File: src/rtl/pll_dyn_ctrl_if.sv
// Divider reconfiguration handshake between a requester and pll_dyn_ctrl.
interface pll_dyn_ctrl_if;
  logic       I_cfg_valid;
  logic       O_cfg_ready;
  logic [5:0] I_idsel;
  logic [5:0] I_fbdsel;
  logic [5:0] I_odsel;

  modport master (output I_cfg_valid, I_idsel, I_fbdsel, I_odsel, input O_cfg_ready);
  modport slave  (input I_cfg_valid, I_idsel, I_fbdsel, I_odsel, output O_cfg_ready);
endinterface

File: src/rtl/pll_dyn_ctrl.sv
// PLL dynamic reconfiguration / lock qualification controller.
// Optional lock timeout with retry: define PLL_LOCK_TIMEOUT_EN.
module pll_dyn_ctrl #(
  parameter int         RST_HOLD_CYC    = 16,
  parameter int         LOCK_STABLE_CYC = 1024,  // must be >= 2
  parameter int         TIMEOUT_CYC     = 65535,
  parameter logic [5:0] INIT_IDSEL      = 6'd0,
  parameter logic [5:0] INIT_FBDSEL     = 6'd0,
  parameter logic [5:0] INIT_ODSEL      = 6'd0
) (
  input  logic           I_clk,
  input  logic           I_rst_n,
  pll_dyn_ctrl_if.slave  cfg,
  output logic [5:0]     O_idsel,
  output logic [5:0]     O_fbdsel,
  output logic [5:0]     O_odsel,
  output logic           O_pll_reset,
  input  logic           I_pll_lock,
  output logic           O_locked,
  output logic           O_user_rst_n,
  output logic           O_timeout
);

  localparam int MAX_AB = (RST_HOLD_CYC > LOCK_STABLE_CYC) ? RST_HOLD_CYC : LOCK_STABLE_CYC;
  localparam int MAXP   = (MAX_AB > TIMEOUT_CYC) ? MAX_AB : TIMEOUT_CYC;
  localparam int CNT_W  = $clog2(MAXP) + 1;
  localparam logic [CNT_W-1:0] CNT_MAX = '1;

  typedef enum logic [1:0] {RST, WAIT_LOCK, STABLE, RUN} state_t;

  state_t           state;
  logic [CNT_W-1:0] cnt;
  logic             sync1;
  logic             lock_s;

  always_ff @(posedge I_clk or negedge I_rst_n) begin
    if (!I_rst_n) begin
      sync1  <= 1'b0;
      lock_s <= 1'b0;
    end else begin
      sync1  <= I_pll_lock;
      lock_s <= sync1;
    end
  end

`ifdef PLL_LOCK_TIMEOUT_EN
  logic [CNT_W-1:0] tcnt;
  logic             tmo_hit;

  // Only WAIT_LOCK/STABLE time counts; any other state restarts the budget.
  assign tmo_hit = ((state == WAIT_LOCK) || (state == STABLE)) &&
                   (tcnt >= CNT_W'(TIMEOUT_CYC - 1));

  always_ff @(posedge I_clk or negedge I_rst_n) begin
    if (!I_rst_n)                                   tcnt <= '0;
    else if ((state != WAIT_LOCK) && (state != STABLE)) tcnt <= '0;
    else if (tmo_hit)                               tcnt <= '0;
    else if (tcnt != CNT_MAX)                       tcnt <= tcnt + 1'b1;
  end
`else
  assign O_timeout = 1'b0;
`endif

  always_ff @(posedge I_clk or negedge I_rst_n) begin
    if (!I_rst_n) begin
      state           <= RST;
      cnt             <= '0;
      O_pll_reset     <= 1'b1;
      O_locked        <= 1'b0;
      O_user_rst_n    <= 1'b0;
      cfg.O_cfg_ready <= 1'b0;
      O_idsel         <= INIT_IDSEL;
      O_fbdsel        <= INIT_FBDSEL;
      O_odsel         <= INIT_ODSEL;
`ifdef PLL_LOCK_TIMEOUT_EN
      O_timeout       <= 1'b0;
`endif
    end else begin
`ifdef PLL_LOCK_TIMEOUT_EN
      O_timeout <= 1'b0;
`endif
      case (state)
        RST: begin
          if (cnt >= CNT_W'(RST_HOLD_CYC - 1)) begin
            state       <= WAIT_LOCK;
            cnt         <= '0;
            O_pll_reset <= 1'b0;
          end else begin
            cnt <= cnt + 1'b1;
          end
        end
        WAIT_LOCK: begin
`ifdef PLL_LOCK_TIMEOUT_EN
          if (tmo_hit) begin
            state       <= RST;
            cnt         <= '0;
            O_pll_reset <= 1'b1;
            O_timeout   <= 1'b1;
          end else
`endif
          if (lock_s) begin
            state <= STABLE;
            cnt   <= '0;
          end
        end
        STABLE: begin
`ifdef PLL_LOCK_TIMEOUT_EN
          if (tmo_hit) begin
            state       <= RST;
            cnt         <= '0;
            O_pll_reset <= 1'b1;
            O_timeout   <= 1'b1;
          end else
`endif
          if (!lock_s) begin
            state <= WAIT_LOCK;
          // The lock-high cycle seen in WAIT_LOCK is the first of the run,
          // so STABLE needs LOCK_STABLE_CYC-1 more.
          end else if (cnt >= CNT_W'(LOCK_STABLE_CYC - 2)) begin
            state           <= RUN;
            cnt             <= '0;
            O_locked        <= 1'b1;
            O_user_rst_n    <= 1'b1;
            cfg.O_cfg_ready <= 1'b1;
          end else if (cnt != CNT_MAX) begin
            cnt <= cnt + 1'b1;
          end
        end
        RUN: begin
          // Lock loss wins over a same-cycle request; the request is dropped.
          if (!lock_s) begin
            state           <= WAIT_LOCK;
            O_locked        <= 1'b0;
            O_user_rst_n    <= 1'b0;
            cfg.O_cfg_ready <= 1'b0;
          end else if (cfg.I_cfg_valid) begin
            state           <= RST;
            cnt             <= '0;
            O_pll_reset     <= 1'b1;
            O_locked        <= 1'b0;
            O_user_rst_n    <= 1'b0;
            cfg.O_cfg_ready <= 1'b0;
            O_idsel         <= cfg.I_idsel;
            O_fbdsel        <= cfg.I_fbdsel;
            O_odsel         <= cfg.I_odsel;
          end
        end
        default: begin
          state       <= RST;
          cnt         <= '0;
          O_pll_reset <= 1'b1;
        end
      endcase
    end
  end

endmodule

File: src/flat_wrapper.sv
// flat-port wrapper written by rule: the top's interface ports become plain ports
module pll_dyn_ctrl_flat 
#(
  parameter int         RST_HOLD_CYC    = 16,
  parameter int         LOCK_STABLE_CYC = 1024,                 
  parameter int         TIMEOUT_CYC     = 65535,
  parameter logic [5:0] INIT_IDSEL      = 6'd0,
  parameter logic [5:0] INIT_FBDSEL     = 6'd0,
  parameter logic [5:0] INIT_ODSEL      = 6'd0
)
  (I_clk, I_rst_n, O_idsel, O_fbdsel, O_odsel, O_pll_reset, I_pll_lock, O_locked, O_user_rst_n, O_timeout, cfg_I_cfg_valid, cfg_I_idsel, cfg_I_fbdsel, cfg_I_odsel, cfg_O_cfg_ready);
  pll_dyn_ctrl_if cfg_i ();
  input  logic I_clk;
  input  logic I_rst_n;
  output logic [5:0] O_idsel;
  output logic [5:0] O_fbdsel;
  output logic [5:0] O_odsel;
  output logic O_pll_reset;
  input  logic I_pll_lock;
  output logic O_locked;
  output logic O_user_rst_n;
  output logic O_timeout;
  input wire logic [$bits(cfg_i.I_cfg_valid)-1:0] cfg_I_cfg_valid;
  input wire logic [$bits(cfg_i.I_idsel)-1:0] cfg_I_idsel;
  input wire logic [$bits(cfg_i.I_fbdsel)-1:0] cfg_I_fbdsel;
  input wire logic [$bits(cfg_i.I_odsel)-1:0] cfg_I_odsel;
  output wire logic [$bits(cfg_i.O_cfg_ready)-1:0] cfg_O_cfg_ready;
  assign cfg_i.I_cfg_valid = cfg_I_cfg_valid;
  assign cfg_i.I_idsel = cfg_I_idsel;
  assign cfg_i.I_fbdsel = cfg_I_fbdsel;
  assign cfg_i.I_odsel = cfg_I_odsel;
  assign cfg_O_cfg_ready = cfg_i.O_cfg_ready;
  pll_dyn_ctrl #(.RST_HOLD_CYC(RST_HOLD_CYC), .LOCK_STABLE_CYC(LOCK_STABLE_CYC), .TIMEOUT_CYC(TIMEOUT_CYC), .INIT_IDSEL(INIT_IDSEL), .INIT_FBDSEL(INIT_FBDSEL), .INIT_ODSEL(INIT_ODSEL)) u_core (.I_clk(I_clk), .I_rst_n(I_rst_n), .cfg(cfg_i), .O_idsel(O_idsel), .O_fbdsel(O_fbdsel), .O_odsel(O_odsel), .O_pll_reset(O_pll_reset), .I_pll_lock(I_pll_lock), .O_locked(O_locked), .O_user_rst_n(O_user_rst_n), .O_timeout(O_timeout));
endmodule
File: config.mk
export PLATFORM = sky130hd
export DESIGN_NAME = pll_dyn_ctrl_flat
export DESIGN_NICKNAME = d
export VERILOG_FILES = /design/src/rtl/pll_dyn_ctrl_if.sv /design/src/rtl/pll_dyn_ctrl.sv /design/src/flat_wrapper.sv
export SDC_FILE = /design/constraint.sdc
export NUM_CORES = 1
export LEC_CHECK = 0
export ABC_AREA = 1
export CAP_MARGIN = 25
export CORE_MARGIN = 3
export CORE_UTILIZATION = 40
export DETAILED_ROUTE_END_ITERATION = 7
export PLACE_DENSITY_LB_ADDON = 0.05
export REMOVE_ABC_BUFFERS = 1
export SLEW_MARGIN = 10
export SYNTH_ARGS = -nofsm -noshare
export SYNTH_HDL_FRONTEND = slang
export SYNTH_SLANG_ARGS = --single-unit
File: constraint.sdc
create_clock -name I_clk -period 5.8 [get_ports I_clk]
set_input_delay 1.16 -clock I_clk [delete_from_list [all_inputs] [get_ports I_clk]]
set_output_delay 1.16 -clock I_clk [all_outputs]
set_load 0.03 [all_outputs]
After elaboration in Yosys (flattened, before gate mapping). Index checks and enable logic that the tools add are counted.

$add $sub $neg: 1. Order comparisons: 2. Eq/ne operators: 13. Multiplexer cells: 24. Reduce and logical (&&, ||, !) cells: 8.

Operators with widths (count): 2-to-1 mux 17 bit (7); one-hot mux 17 bit (4 select lines) (1); adder 17 x 1 -> 17 bit, second input constant (1); >= comparator 17 x 10 -> 1 bit, second input constant (1); >= comparator 17 x 4 -> 1 bit, second input constant (1); inequality test 17 bit, second input constant (1); 2-to-1 mux 2 bit (6); AND reduction 4 bit (3); inequality test 2 x 1 -> 1 bit, second input constant (5); one-hot mux 2 bit (4 select lines) (1); 2-to-1 mux 1 bit (7); inequality test 3 bit, second input constant (2); AND reduction 5 bit (1); equality test 2 bit, second input constant (2); one-hot mux 1 bit (2 select lines) (2); nonzero test 2 bit (2); inequality test 3 x 1 -> 1 bit, second input constant (1); AND reduction 3 bit (1); equality test 2 x 1 -> 1 bit, second input constant (1); zero test 2 bit (1); inequality test 2 bit, second input constant (1).

Bits in registers: 41. Input bits: 22. Word-level logic and storage cells: 57.

Logic depth before layout (Yosys ltp). Gate-level depths: netlist (run 1).

Depth after elaboration: 5. Mapped depth: 12. Mapped depth without buffers: 11.

Worst setup path after synthesis (run 1). No wires, ideal clock.

Kind: in2reg. From: input cfg_I_cfg_valid. To: register u_core.O_fbdsel[0]. Library setup time: 0.118 ns. Arrival: 1.960 ns. Data required time: 5.682 ns. Slack: 3.722 ns. Stages on the path: 6. Cells stage by stage: inv_1 nor3_4 inv_2 clkbuf_1 nand2_1 nand2_1.

Cells in the longest elaborated chain, start to end: 1.

RTL lines: start: declaration (RTL line flat_wrapper.sv:23) `input wire logic [$bits(cfg_i.I_cfg_valid)-1:0] cfg_I_cfg_valid;`; AND reduction 3 bit (no line); end signal: assignment (RTL line pll_dyn_ctrl.sv:144) `O_fbdsel <= cfg.I_fbdsel;`; end: declaration (RTL line pll_dyn_ctrl.sv:15) `output logic [5:0] O_fbdsel,`.

No other way between the ends. A chain may end at the register's enable or synchronous reset.

Worst setup path after layout (run 1).
From: register u_core.O_pll_reset. To: output O_pll_reset.

RTL lines: start: declaration (RTL line pll_dyn_ctrl.sv:17) `output logic O_pll_reset,`; start signal: assignment (RTL line pll_dyn_ctrl.sv:68) `O_pll_reset <= 1'b1;`; start signal: assignment (RTL line pll_dyn_ctrl.sv:87) `O_pll_reset <= 1'b0;`; start signal: assignment (RTL line pll_dyn_ctrl.sv:139) `O_pll_reset <= 1'b1;`; end: declaration (RTL line flat_wrapper.sv:18) `output logic O_pll_reset;`.

No word-level cell between the ends.

==> results of run 1 <==
through the flow:
step                total power, mW  util, %  instances  hold WS (ns)  setup slack, ns
floorplan                     0.769        -        273         0.331             3.67
global placement              0.992     50.8        386         0.332             2.89
detailed placement            0.995     50.8        386         0.341             2.87
CTS                            1.20     52.6        394         0.361             3.11
global route                   1.27     53.0        395         0.374             2.94
finish                         1.18     53.0        395         0.355             3.14
power groups by stage:
stage,combinational [mW],clock [mW],sequential (mW)
2_1_floorplan,0.191,0,0.578
3_3_place_gp,0.549,0,0.443
3_5_place_dp,0.555,0,0.440
4_1_cts,0.555,0.208,0.438
5_1_grt,0.605,0.215,0.450
6_report,0.549,0.198,0.437
routing by layer:
metal  track usage, %  vias up  routed length [um]
met3             3.95        7                 177
met4             5.07        0                  63
met2             24.8       32                2040
li1                 -      964                   -
met5                0        -                   0
met1             22.6      850                2400
sequential cells by signal (all words and copies together) (netlist names):
| register | cells |
|---|---|
| u_core.state | 2 |
| u_core.O_locked | 1 |
| u_core.cnt | 17 |
| u_core.O_odsel | 6 |
| u_core.sync1 | 1 |
| u_core.O_idsel | 6 |
| u_core.lock_s | 1 |
| u_core.O_pll_reset | 1 |
| u_core.O_fbdsel | 6 |
placed cells by master, fill, tap and decap left out, drive strengths merged:
master	count
nand2	124
clkdlybuf4s50	42
dfrtp	40
inv	27
nor2	24
nand3	21
nor3	8
a21oi	7
o21ai	7
clkbuf	6
nand4	5
ha	3
o21bai	2
clkinv	2
buf	2
nor4	1
a31oi	1
xnor2	1
conb	1
dfstp	1
cell type report:
type / count / area, um2
Fill cell: 527 / 2450
Sequential cell: 41 / 1030
Multi-Input combinational cell: 205 / 1000
Timing Repair Buffer: 44 / 445
Inverter: 27 / 101
Tap cell: 70 / 87.6
Clock buffer: 6 / 82.6
Clock inverter: 2 / 13.8
path summary, 6_finish.rpt:
kind / startpoint / endpoint / cells past startpoint
min in group asynchronous: I_rst_n / u_core.cnt[5] / 1
hold / removal: u_core.sync1 / u_core.lock_s / 0
max in group asynchronous: I_rst_n / u_core.O_pll_reset / 2
hold reg to reg: u_core.sync1 / u_core.lock_s / 0
setup / recovery: u_core.O_pll_reset / O_pll_reset / 1
setup reg to reg: u_core.cnt[0] / u_core.cnt[1] / 11
cell families (layout without fill, tap and decap cells):
family,Yosys count,count (layout),share of synthesized area (%)
xor+xnor,1,1,0.400
simple gates,183,183,39.2
compound gates,17,17,4.17
buf+inv,36,79,7.48
fa+ha+maj,3,3,1.71
other cells,1,1,0.171
flops,41,41,46.9
==> results.md, run 1 <==
* CP endpoint kind: output pin
* Vias in the first global route at 1745
* Area growth syn-to-layout at 25.9%
* Total Routed Length at 4.69 mm
* Peak VDD IR at 0.211 mV
* Die X at 80.0 um
* MaxCap Viol Count at 0
* Largest net degree at the start of global routing at 42
* CTS tree: done
* Static leakage at 1.33 nW
* Vias at 1853
* Ranking of synthesized cells by area: dfrtp_1 46%, nand2_1 20%, nand3_1 4.1%, inv_1 4.1%, nor2_1 2.9%
* Count leader, synth: nand2_1
* Comb pwr share at 46.3%
* Number of diodes at 0
* Initial Util at 42.1%
* Async S/R FF share, synth at 100%
* CP Data Required Time at 4.64 ns
* GRT Residual Overflow at 0
* Status: completed
* Fmax at 375 MHz
* # H-tree levels at 2
* Critical path buffers and inverters at 1
* Least-Margin Pin Slew at 0.705 ns
* FF-to-FF setup slack at 3.62 ns
* Slew HR at 52.9%
* WL/cell at 11.9 um
* Slew Limit Fails at 0
* Fraction of layout cells with a size suffix above 1 at 9.54%
* Synth warn at 0
* Final net count at 349
* Setup Fix Bufs, Post-CTS at 0
* Post-route cell area at 2760 um2
* Cts hold-fix bufs at 0
* First-pass detailed-route iteration total at 4
* Clock Pin Slew Worst Setup and Hold Paths at 0.08 ns
* HPWL Detailed at 3.40 mm
* Syn Std Cell Area at 2190 um2
* Post-synth EDFFs at 0
* Drt initial violations at 93
* Sequential area share after synthesis at 46.9%
* Yosys cell types at 30
* Leading area contributor after synthesis: dfrtp_1
* Worst-Skew Late Latency at 0.30 ns
* Chip Height at 80.0 um
* RSZ-0062 raised after global routing: no
* Fin crit period at 2.66 ns
* Sink Count at 41
* Tcrit/Tclk final at 45.9%
* First-pass GRT wire length at 8.11 mm
* Primary FF master, synth: dfrtp_1
* Antenna violations before repair at 0
* Die ar. at 6400 um2
* Worst setup SP type: flop
* Crit path cell chain: clkdlybuf4s50_1
* CTS Root Buffer Type: clkbuf_8
* Clk pwr share at 16.7%
* Via density at 4.69
* Crit Path Category: flop to output pin
* # port buffers at 43
* Commonest cells in the synthesized netlist: 119 x nand2_1, 40 x dfrtp_1, 24 x inv_1
* Placement row count at 26
* CTS buffer count at 5
* Placer Congestion at 0.766
* Clock Skews at 0.00340 ns
* Post-synthesis cell count at 282
* Sequential Power Share at 36.9%
* Net Sw Frac at 42.6%
* # IOs at 45
* Synth top area share at 45.7%
* CTS Buffer Depth at 2
* Max stage delay on crit path at 0.67 ns
* Switch Pwr at 0.505 mW
* Post-Syn Area per Cell at 7.77 um2
* Internal Power at 0.680 mW
* Placed Area at 2640 um2
* Finish-stage setup viols at 0
* Worst path arrival time at 1.50 ns
* Setup TNS at 0 ns
* Slowest cell on crit path: clkdlybuf4s50_1
* DRC at 0
* Hold/Removal Path Class: flop to flop
* Gr usage total at 16.2%
* Top delay family on crit path: buffers and inverters
* Cts repair resizes at 0
* Power Dens Cells at 429 nW/um2
* Register bit total from synthesis at 41
* Crit-path max FO at 2
* Final hold vios at 0
* Core ar. at 5200 um2
* Post-route ant nets at 0
No activity file was read; power rests on OpenSTA's default activity.
==> inputs of run 2 (changes only) <==
==> constraint.sdc (replaced) <==
create_clock -name I_clk -period 2.7 [get_ports I_clk]
set_input_delay 0.54 -clock I_clk [delete_from_list [all_inputs] [get_ports I_clk]]
set_output_delay 0.54 -clock I_clk [all_outputs]
set_load 0.03 [all_outputs]
==> run 2 against run 1 <==
Non-clock buffer count grew 1; clock skew grew 0.0054 ns; clock power increased by 99%; critical endpoint is now u_core.cnt[3]; critical path type is now flop to flop; highest routed layer unchanged; worst setup slack worse by 2.6 ns.
==> results.md, run 2 (synthesized netlist as in run 1, its figures left out) <==
* CP Data Required Time at 2.88 ns
* Sink Count at 41
* Static leakage at 1.33 nW
* Antenna violations before repair at 0
* Area growth syn-to-layout at 26.1%
* Die ar. at 6400 um2
* Cts hold-fix bufs at 0
* Max stage delay on crit path at 0.48 ns
* Hold/Removal Path Class: input port to async pin
* CP endpoint kind: flop
* Die X at 80.0 um
* Crit path cell chain: ha_1, nand3_1, nor2_1, nand2_1, nor4_1, ha_1, inv_1, nor2_2, nor2_4, nand2_1, nand2_1
* CTS Buffer Depth at 2
* Core ar. at 5200 um2
* Final net count at 350
* Comb pwr share at 47.1%
* Number of diodes at 0
* Met3 GRT Util at 3.61%
* Vias at 1866
* Cell Count, Final, Fillers Out at 396
* Slew Limit Fails at 0
* First-pass GRT wire length at 7.65 mm
* Commonest cells after routing, fill and taps aside: 119 x nand2_1, 42 x clkdlybuf4s50_1, 40 x dfrtp_1, 24 x inv_1, 18 x nand3_1
* Worst setup SP type: flop
* Clock Pin Slew Worst Setup and Hold Paths at 0.08 ns
* Worst-Skew Late Latency at 0.29 ns
* Routing usage on met1 at 21.1%
* Net Sw Frac at 42.9%
* Internal Power at 1.43 mW
* FF/Latch Area at 1030 um2
* Setup TNS at 0 ns
* Largest net degree at the start of global routing at 42
* CP most frequent cell: nand2_1
* Switch Pwr at 1.08 mW
* Fmax at 461 MHz
* Placed Instances at 387
* # H-tree levels at 2
* Fin crit period at 2.17 ns
* First-pass detailed-route iteration total at 4
* Critical path buffers and inverters at 1
* Initial Util at 42.1%
* WL/cell at 11.6 um
* Gr usage total at 15.2%
* Sequential Power Share at 37.2%
* Crit-path max FO at 13
* Slowest cell on crit path: dfrtp_1
* Post-route ant nets at 0
* GRT Max-Usage Layer: met2
* # port buffers at 43
* Drt initial violations at 134
* Clk pwr share at 15.7%
* Status: completed
* Post-route setup slack at 0.531 ns
* Fraction of layout cells with a size suffix above 1 at 9.82%
* Placer Congestion at 0.817
* Footprint of the multi-input gates at 1000 um2
* HPWL Detailed at 3.33 mm
* GRT Residual Overflow at 0
* Clock Skews at 0.00882 ns
* Finish-stage setup viols at 0
* GRT met2 Usage at 23.6%
* Chip Height at 80.0 um
* Cts repair resizes at 0
* Crit Path Category: flop to flop
* Tcrit/Tclk final at 80.3%
* Via density at 4.71
* CTS Root Buffer Type: clkbuf_8
* MaxCap Viol Count at 0
* Final hold vios at 0
* CTS tree: done
* Core Util, Final at 53.1%
* DRC at 0
* Min Hold Slack at 0.179 ns
* Vias in the first global route at 1661
* Top reg by flops: u_core.cnt
* Power Dens Cells at 908 nW/um2
* RSZ-0062 raised after global routing: no
* Setup Fix Bufs, Post-CTS at 0
* Placement row count at 26
* Largest register FFs at 17
* Commonest non-fill, non-tap cell in the layout: nand2_1
* # IOs at 45
* Peak VDD IR at 0.415 mV
* Filler cell count at 507
* Top delay family on crit path: simple AND/OR/NAND/NOR gates
* CTS buffer count at 5
* Worst path arrival time at 2.35 ns
* DP Worst Slack at 0.542 ns
* Total Routed Length at 4.58 mm
==> run 2: cell types whose count changed in the layout (fill, tap and decap cells not counted) <==
cell        previous run  this run
buf_12                 1         0
clkinv_4               1         0
clkinvlp_4             0         1
clkinv_2               1         2
buf_4                  0         1
clkbuf_8               6         5
buf_16                 0         1
==> run 2: path summary, 6_finish.rpt <==
path	startpoint	endpoint	slack [ns]	cells past startpoint
max	u_core.cnt[0]	u_core.cnt[3]	0.53	11
min	I_rst_n	u_core.cnt[4]	0.18	1
max reg2reg	u_core.cnt[0]	u_core.cnt[3]	0.53	11
min reg2reg	u_core.sync1	u_core.lock_s	0.35	0
max in group asynchronous	I_rst_n	u_core.O_pll_reset	1.97	2
min in group I_clk	u_core.sync1	u_core.lock_s	0.35	0
==> run 2: stage by stage <==
stage / power, mW / cell area (um2)
6_report: 2.51 / 2760
5_1_grt: 2.68 / 2760
4_1_cts: 2.54 / 2740
3_5_place_dp: 2.13 / 2650
3_3_place_gp: 2.13 / 2650
2_1_floorplan: 1.65 / 2130
==> run 2: power by group through the flow <==
stage	logic (mW)	clock network (mW)	registers (mW)
3_5_place_dp	1.19	0	0.941
2_1_floorplan	0.410	0	1.24
3_3_place_gp	1.18	0	0.943
6_report	1.18	0.394	0.935
4_1_cts	1.19	0.413	0.933
5_1_grt	1.29	0.435	0.958
==> run 2: cell type report <==
class	instances	share of cell area, %
inverters	27	3.67
clock buffers	5	2.49
well taps	70	3.17
flip-flops and latches	41	37.2
repair buffers	45	16.7
multi-input cells	205	36.2
clock inverters	3	0.634
==> run 2: worst register-to-register path, stage by stage, from the launching register on <==
cell and delay [ns]:
dfrtp_1 0.48, ha_1 0.22, nand3_1 0.17, nor2_1 0.18
nand2_1 0.09, nor4_1 0.18, ha_1 0.28, inv_1 0.07
nor2_2 0.15, nor2_4 0.10, nand2_1 0.09, nand2_1 0.05
==> run 2: layer usage <==
| metal | vias up | wire [um] |
|---|---|---|
| li1 | 964 | - |
| met1 | 864 | 2270 |
| met2 | 34 | 2070 |
| met3 | 4 | 207 |
| met4 | 0 | 38 |
| met5 | - | 0 |
